`config.mk`:
```
export PLATFORM = sky130hd
export DESIGN_NAME = vector_scalar_reduce
export DESIGN_NICKNAME = d
export VERILOG_FILES = /design/src/rtl/lebug_reduce_pkg.sv /design/src/rtl/reduce_tree_stage.sv /design/src/rtl/vector_scalar_reduce.sv
export SDC_FILE = /design/constraint.sdc
export NUM_CORES = 2
export LEC_CHECK = 0
export CORE_ASPECT_RATIO = 0.9
export CORE_MARGIN = 1
export CORE_UTILIZATION = 60
export CTS_BUF_LIST = sky130_fd_sc_hd__clkbuf_8
export DETAILED_ROUTE_END_ITERATION = 8
export PLACE_DENSITY = 0.89
export REMOVE_ABC_BUFFERS = 1
export SLEW_MARGIN = 20
export SYNTH_ARGS = -nofsm -noshare
export SYNTH_HDL_FRONTEND = slang
export SYNTH_HIERARCHICAL = 1
export SYNTH_SLANG_ARGS = --single-unit
```
`constraint.sdc`:
```
create_clock -name clk -period 33.3 [get_ports clk]
set_clock_uncertainty 0.05 [all_clocks]
set_input_delay 3.33 -clock clk [delete_from_list [all_inputs] [get_ports clk]]
set_output_delay 3.33 -clock clk [all_outputs]
set_load 0.1 [all_outputs]
```
`src/rtl/lebug_reduce_pkg.sv`:
```
// Shared op codes and configuration constants for the vector reduce stage.
package lebug_reduce_pkg;

    localparam logic [7:0] OP_PASS = 8'd0;
    localparam logic [7:0] OP_SUM  = 8'd1;
    localparam logic [7:0] OP_MAX  = 8'd2;

    localparam int BYTE_CNT_W = 8;
    localparam logic [BYTE_CNT_W-1:0] BYTE_CNT_MAX = '1;

endpackage

```
`src/rtl/reduce_tree_stage.sv`:
```
// One registered reduction level: halves the lanes and delays pass-through data and sideband.
// VECTOR_SCALAR_REDUCE_MAX_EN adds a per-node compare path selected by the op.
module reduce_tree_stage
    import lebug_reduce_pkg::*;
#(
    parameter int IN_LANES    = 8,
    parameter int DATA_WIDTH  = 32,
    parameter int DATA_TYPE   = 0,
    parameter int PASS_WIDTH  = 256,
    parameter int CHAIN_WIDTH = 2
) (
    input  logic                                  clk,
    input  logic                                  rst,
    input  logic                                  tracing,
    input  logic                                  valid_in,
    input  logic [7:0]                            op_in,
    input  logic [1:0]                            eof_in,
    input  logic [1:0]                            bof_in,
    input  logic [CHAIN_WIDTH-1:0]                chain_in,
    input  logic [PASS_WIDTH-1:0]                 pass_in,
    input  logic [IN_LANES*DATA_WIDTH-1:0]        lanes_in,
    output logic                                  valid_out,
    output logic [7:0]                            op_out,
    output logic [1:0]                            eof_out,
    output logic [1:0]                            bof_out,
    output logic [CHAIN_WIDTH-1:0]                chain_out,
    output logic [PASS_WIDTH-1:0]                 pass_out,
    output logic [(IN_LANES/2)*DATA_WIDTH-1:0]    lanes_out
);

    localparam int OUT_LANES = IN_LANES / 2;

    if (DATA_TYPE != 0 && DATA_TYPE != 1) begin : g_bad_data_type
        $error("reduce_tree_stage: DATA_TYPE must be 0 or 1");
    end

    logic [OUT_LANES*DATA_WIDTH-1:0] lanes_next;

    for (genvar i = 0; i < OUT_LANES; i++) begin : g_node
        logic [DATA_WIDTH-1:0] a;
        logic [DATA_WIDTH-1:0] b;
        logic [DATA_WIDTH-1:0] node;
        assign a = lanes_in[(2*i)*DATA_WIDTH +: DATA_WIDTH];
        assign b = lanes_in[(2*i+1)*DATA_WIDTH +: DATA_WIDTH];
`ifdef VECTOR_SCALAR_REDUCE_MAX_EN
        logic a_gt_b;
        if (DATA_TYPE == 1) begin : g_signed
            assign a_gt_b = $signed(a) > $signed(b);
        end else begin : g_unsigned
            assign a_gt_b = a > b;
        end
        assign node = (op_in == OP_MAX) ? (a_gt_b ? a : b) : a + b;
`else
        assign node = a + b;
`endif
        assign lanes_next[i*DATA_WIDTH +: DATA_WIDTH] = node;
    end

    // Dropping tracing kills in-flight beats; data registers keep moving regardless.
    always_ff @(posedge clk or posedge rst) begin
        if (rst) begin
            valid_out <= 1'b0;
            op_out    <= OP_PASS;
            eof_out   <= '0;
            bof_out   <= '0;
            chain_out <= '0;
            pass_out  <= '0;
            lanes_out <= '0;
        end else begin
            valid_out <= valid_in & tracing;
            op_out    <= op_in;
            eof_out   <= eof_in;
            bof_out   <= bof_in;
            chain_out <= chain_in;
            pass_out  <= pass_in;
            lanes_out <= lanes_next;
        end
    end

endmodule

```
`src/rtl/vector_scalar_reduce.sv`:
```
// Per-chain pass-through or N-lane reduction behind a log2(N)-deep registered tree.
// VECTOR_SCALAR_REDUCE_MAX_EN enables op 2 (max-reduce); otherwise op 2 passes through.
module vector_scalar_reduce
    import lebug_reduce_pkg::*;
#(
    parameter int N                  = 8,
    parameter int DATA_WIDTH         = 32,
    parameter int MAX_CHAINS         = 4,
    parameter int PERSONAL_CONFIG_ID = 3,
    parameter int DATA_TYPE          = 0,
    parameter logic [8*MAX_CHAINS-1:0] INITIAL_FIRMWARE_OP = '0
) (
    input  logic                          clk,
    input  logic                          rst,
    input  logic                          tracing,
    input  logic                          valid_in,
    input  logic [1:0]                    eof_in,
    input  logic [1:0]                    bof_in,
    input  logic [$clog2(MAX_CHAINS)-1:0] chainId_in,
    input  logic [7:0]                    configId,
    input  logic [7:0]                    configData,
    input  logic [N*DATA_WIDTH-1:0]       vector_in,
    output logic [N*DATA_WIDTH-1:0]       vector_out,
    output logic                          valid_out,
    output logic [1:0]                    eof_out,
    output logic [1:0]                    bof_out,
    output logic [$clog2(MAX_CHAINS)-1:0] chainId_out
);

    // valid_in qualifies one beat per cycle; there is no ready, the pipe never stalls,
    // and valid_out marks the same beat exactly STAGES+1 cycles later.
    localparam int CW       = $clog2(MAX_CHAINS);
    localparam int STAGES   = $clog2(N);
    localparam int VW       = N * DATA_WIDTH;
    localparam int LAST_OFF = 2*N - 2;
    localparam logic [7:0] MY_ID = 8'(PERSONAL_CONFIG_ID);

    logic [7:0]            firmware_op [MAX_CHAINS];
    logic [BYTE_CNT_W-1:0] byte_counter;

    always_ff @(posedge clk or posedge rst) begin
        if (rst) begin
            byte_counter <= '0;
            for (int i = 0; i < MAX_CHAINS; i++) begin
                firmware_op[i] <= INITIAL_FIRMWARE_OP[8*i +: 8];
            end
        end else if (!tracing) begin
            if (configId == MY_ID) begin
                for (int i = 0; i < MAX_CHAINS; i++) begin
                    if (byte_counter == BYTE_CNT_W'(i)) begin
                        firmware_op[i] <= configData;
                    end
                end
                if (byte_counter != BYTE_CNT_MAX) begin
                    byte_counter <= byte_counter + 1'b1;
                end
            end else begin
                byte_counter <= '0;
            end
        end
    end

    logic          s0_valid;
    logic [7:0]    s0_op;
    logic [1:0]    s0_eof;
    logic [1:0]    s0_bof;
    logic [CW-1:0] s0_chain;
    logic [VW-1:0] s0_vec;

    always_ff @(posedge clk or posedge rst) begin
        if (rst) begin
            s0_valid <= 1'b0;
            s0_op    <= OP_PASS;
            s0_eof   <= '0;
            s0_bof   <= '0;
            s0_chain <= '0;
            s0_vec   <= '0;
        end else begin
            s0_valid <= valid_in & tracing;
            s0_op    <= firmware_op[chainId_in];
            s0_eof   <= eof_in;
            s0_bof   <= bof_in;
            s0_chain <= chainId_in;
            s0_vec   <= vector_in;
        end
    end

    // Level k of the tree starts at lane offset 2N - 2*(N>>k) inside tree_bus.
    logic [(2*N-1)*DATA_WIDTH-1:0] tree_bus;
    logic                          valid_bus [STAGES+1];
    logic [7:0]                    op_bus    [STAGES+1];
    logic [1:0]                    eof_bus   [STAGES+1];
    logic [1:0]                    bof_bus   [STAGES+1];
    logic [CW-1:0]                 chain_bus [STAGES+1];
    logic [VW-1:0]                 pass_bus  [STAGES+1];

    assign tree_bus[0 +: VW] = s0_vec;
    assign valid_bus[0]      = s0_valid;
    assign op_bus[0]         = s0_op;
    assign eof_bus[0]        = s0_eof;
    assign bof_bus[0]        = s0_bof;
    assign chain_bus[0]      = s0_chain;
    assign pass_bus[0]       = s0_vec;

    for (genvar k = 0; k < STAGES; k++) begin : g_stage
        localparam int LANES_IN = N >> k;
        localparam int OFF_IN   = 2*N - 2*LANES_IN;
        localparam int OFF_OUT  = OFF_IN + LANES_IN;

        reduce_tree_stage #(
            .IN_LANES    (LANES_IN),
            .DATA_WIDTH  (DATA_WIDTH),
            .DATA_TYPE   (DATA_TYPE),
            .PASS_WIDTH  (VW),
            .CHAIN_WIDTH (CW)
        ) u_stage (
            .clk       (clk),
            .rst       (rst),
            .tracing   (tracing),
            .valid_in  (valid_bus[k]),
            .op_in     (op_bus[k]),
            .eof_in    (eof_bus[k]),
            .bof_in    (bof_bus[k]),
            .chain_in  (chain_bus[k]),
            .pass_in   (pass_bus[k]),
            .lanes_in  (tree_bus[OFF_IN*DATA_WIDTH +: LANES_IN*DATA_WIDTH]),
            .valid_out (valid_bus[k+1]),
            .op_out    (op_bus[k+1]),
            .eof_out   (eof_bus[k+1]),
            .bof_out   (bof_bus[k+1]),
            .chain_out (chain_bus[k+1]),
            .pass_out  (pass_bus[k+1]),
            .lanes_out (tree_bus[OFF_OUT*DATA_WIDTH +: (LANES_IN/2)*DATA_WIDTH])
        );
    end

    logic [DATA_WIDTH-1:0] scalar;
    logic                  take_reduce;

    assign scalar = tree_bus[LAST_OFF*DATA_WIDTH +: DATA_WIDTH];

`ifdef VECTOR_SCALAR_REDUCE_MAX_EN
    assign take_reduce = (op_bus[STAGES] == OP_SUM) || (op_bus[STAGES] == OP_MAX);
`else
    assign take_reduce = (op_bus[STAGES] == OP_SUM);
`endif

    assign vector_out  = take_reduce ? {{(VW-DATA_WIDTH){1'b0}}, scalar} : pass_bus[STAGES];
    assign valid_out   = valid_bus[STAGES] & tracing;
    assign eof_out     = eof_bus[STAGES];
    assign bof_out     = bof_bus[STAGES];
    assign chainId_out = chain_bus[STAGES];

endmodule

```
-- Word level (Yosys, flattened, before mapping)
Cells that the tools add are included.
- add/sub/neg operators: 8
- $mul: 0
- div/mod/pow operators: 0
- $lt $le $gt $ge: 1
- equal/unequal tests: 7
- shift-type cells: 0
- multiplexer cells: 6
- bitwise logic cells: 7
- reduce and logical (&&, ||, !) cells: 6
- operators with widths (kind ; count):
    $mux 256 ; 1
    $add 32x32->32 ; 7
    $mux 8 ; 4
    $eq 8x2->1 const B ; 3
    $bmux 8 s2 ; 1
    $eq 8x1->1 const B ; 2
    $reduce_and 3->1 ; 4
    $add 8x1->8 const B ; 1
    $logic_not 8->1 ; 1
    $ne 8x8->1 const B ; 1
    $and 1x1->1 ; 5
    $ge 3x3->1 const B ; 1
    $not 2->3 ; 1
    $ne 2x1->1 const B ; 1
    $reduce_and 2->1 ; 1
    $not 1->1 ; 1
- register bits after elaboration: 1348
- bits in latches: 0
- memory bits (writable): 0
- memory bits (read-only): 0
- input port bits: 282
- memories: 0

-- Logic depth before layout (Yosys ltp)
- depth after elaboration: 4
- depth in mapped cells: 10
- mapped depth without buffers: 10

-- Modules after synthesis
The synthesis kept the hierarchy.
- by module, submodules not included (module ; instances ; cells an instance ; area an instance (sq um)):
    reduce_tree_stage at g_stage[0].u_stage ; 1 ; 1291 ; 16447.0
    reduce_tree_stage at g_stage[1].u_stage ; 1 ; 775 ; 11629.9
    vector_scalar_reduce ; 1 ; 699 ; 10677.7
    reduce_tree_stage at g_stage[2].u_stage ; 1 ; 537 ; 9312.7

-- Least setup slack after synthesis
No wires, ideal clock.
- path kind: input to output
- start: input tracing
- end: output valid_out
- arrival time: 4.774 ns
- data required time: 29.920 ns
- path slack: 25.146 ns
- cell stages on the path: 3
- cell sequence: clkbuf_1 > clkbuf_1 > and2_1
- longest elaborated chain between the ends: 1
- RTL lines (element ; RTL line ; RTL):
    from (decl) ; vector_scalar_reduce.sv:15 ; input logic tracing,
    $and 1x1->1 ; vector_scalar_reduce.sv:149 ; assign valid_out = valid_bus[STAGES] & tracing;
    to (decl) ; vector_scalar_reduce.sv:24 ; output logic valid_out,
Every way passes these cells.

-- Worst setup path in the final report
Same ends and word-level chain as after synthesis.

==> flow_summary.ini <==
[run_status]
status = finished, final reports clean

[synth]
syn_area_mm2 = 0.04807
async_flop_share_pct = 100.0
synth_edf_count = 0
yosysWarnings = 6
avgSynthCellArea_um2 = 14.56
syn-instance-count = 3302
synthFlopType = dfrtp_1
yosysUniqueCellTypes = 105
synth-seq-cells = 1348
ys_seq_area_share_pct = 70.18

[power_and_ir_drop]
vdd_ir_drop_max_mv = 0.05508
powerDensity_mw_per_mm2 = 73.90
power_leakage_nw = 26.71
power.total_mw = 4.349

[floorplanning]
die_w_um = 300.4
floorplan.die.height_um = 270.5
die_area_mm2 = 0.08125
core_area_mm2 = 0.07933
start_util_pct = 60.59
rows = 98
io_pins = 545

[setup_path]
critPathRequiredTime_ns = 29.92
crit_slowest_cell = clkdlybuf4s50_1
critPathTopFamily = buffers and inverters
cp_num_buf_inv = 2
worstSetupPathType = in -> out
cp_common_cell = clkdlybuf4s50_1
path_max_fanout = 17
r2r_start = s0_vec[128]
cp_slowest_stage_delay_ns = 1.14
arrival_ns = 5.72
setup.worst_path.end_class = output port
critPathLaunchType = primary input
crit_start = tracing
crit_chain = clkdlybuf4s50_1, and2_1, clkdlybuf4s50_1

[global_routing]
grt_max_degree = 160
overflow = 0
grt_pass1_wl_um = 191600
grt.total_usage_pct = 31.69
antenna_found_initial = 15
grt_pass1_vias = 32090

[place]
placed_area_mm2 = 0.05471
port_buffers = 544
dp_slack_ns = 24.25
place_inst = 4837
dp_hpwl_um = 86140
place.gp.congestion = 0.9223

[timing]
grt_setup_unrepaired = false
max_freq_ghz = 0.1099
min_period_ns = 9.101
hold-worst-slack_ns = 0.2786
finalWorstSetupSlack_ns = 24.20
slew_headroom_pct = 26.97
hold_viol = 0
drv_slew = 0
min_period_over_period_pct = 27.33
worst_slew_pin_slew_ns = 1.092
setup_violations = 0
tns_ns = 0

[clocking]
clock-sinks = 1348
cts_root_buf = clkbuf_8
clkTransAtPathRegs_ns = 0.06
cts_hold_buf = 0
htreeDepth = 4
numCtsBuffers = 195
cts_tree = yes
cts_resized = 0
postCtsSetupBuffers = 0
clk_latency_ns = 0.87
clk_path_buf_depth = 3

[final_layout]
stdcell_count = 5201
fin_nets = 4495
finish.utilization_pct = 74.18
n_fill_cell = 4540
area_growth_pct = 22.43
stdcell_area_mm2 = 0.05885
drive_gt1_share_pct = 10.62
final_cell_mix = dfrtp_1 (1,348), clkdlybuf4s50_1 (544), clkbuf_8 (251)
layout_commonest_cell = dfrtp_1

[drt]
route.vias.total = 29830
antenna_left = 0
via_per_inst = 5.735
drt-initial-drc-count = 2442
first_pass_iters = 5
wl_per_cell_um = 24.14
drc = 0
drt-total-wl_um = 125600

[hold_path]
holdCritPathClass = reg -> reg
hp-start = g_stage[0].u_stage/pass_out[9]

[job]
cap_violations = 0
registers in the layout (all words and copies together) (netlist names), 3 cells and up:
register and flops:
byte_counter 8, firmware_op 32, g_stage.u_stage/bof_out 6, g_stage.u_stage/chain_out 6, g_stage.u_stage/eof_out 6, g_stage.u_stage/lanes_out 224, g_stage.u_stage/op_out 24, g_stage.u_stage/pass_out 768
g_stage.u_stage/valid_out 3, s0_op 8, s0_vec 256
synthesized netlist by cell type, drive strengths merged (58+ instances only):
master	instances	area share (%)
a21o	104	1.6
a21oi	197	2.1
and2	238	3.1
clkbuf	62	0.48
dfrtp	1348	70
ha	221	5.8
inv	63	0.49
mux2	64	1.5
nand2	124	0.97
nand3	58	0.61
nor2	101	0.80
o21ai	88	0.92
xnor2	127	2.3
xor2	76	1.4
worst register-to-register path: stages (launching register included):
cell and delay, ns:
dfrtp_1 0.38, ha_1 0.25, fa_1 0.44, a21oi_1 0.28
nor2_1 0.09, o31a_1 0.36, o311ai_2 0.64, o41ai_2 0.19
a41oi_1 0.35, a21oi_1 0.14, xor2_1 0.27
cell type report:
type / instances / area, µm² / share of cell area, %
Sequential cell: 1348 / 33730 / 57.32
Tap cell: 1050 / 1314 / 2.232
Clock buffer: 251 / 3455 / 5.870
Clock inverter: 103 / 634.4 / 1.078
Inverter: 63 / 266.5 / 0.4529
Antenna cell: 9 / 22.52 / 0.03827
Multi-Input combinational cell: 1820 / 13820 / 23.48
Timing Repair Buffer: 557 / 5604 / 9.523
worst paths after layout:
kind | cells after the start | endpoint | slack [ns]
setup / recovery | 3 | valid_out | 24.20
hold / removal | 0 | g_stage[1].u_stage/pass_out[9] | 0.28
setup reg to reg | 10 | g_stage[0].u_stage/lanes_out[94] | 29.74
hold reg to reg | 0 | g_stage[1].u_stage/pass_out[9] | 0.28
max in group asynchronous | 4 | g_stage[1].u_stage/pass_out[253] | 27.66
min in group asynchronous | 2 | g_stage[1].u_stage/eof_out[0] | 3.38
where the power goes:
part / internal [mW] / switching [mW]
sequential: 1.81 / 0.0937
clock: 0.717 / 0.624
combinational: 0.407 / 0.700
routing by layer:
metal,vias to the layer above,share of wire (%),track usage (%)
met1,15330,40,41.59
li1,12880,-,-
met2,1322,50,52.03
met4,10,3.6,13.09
met3,289,6.4,6.416
met5,-,0.048,0
cell families after synthesis:
group	after synthesis	share of synthesized area [%]
AOI/OAI and AO/OA	635	9.275
xor gates and xnor gates	203	3.699
adders and majority gates	228	6.044
buffers and inverters	134	1.088
DFF	1348	70.18
muxes	73	1.895
and+or+nand+nor	681	7.822
No activity file was read; power rests on OpenSTA's default activity.
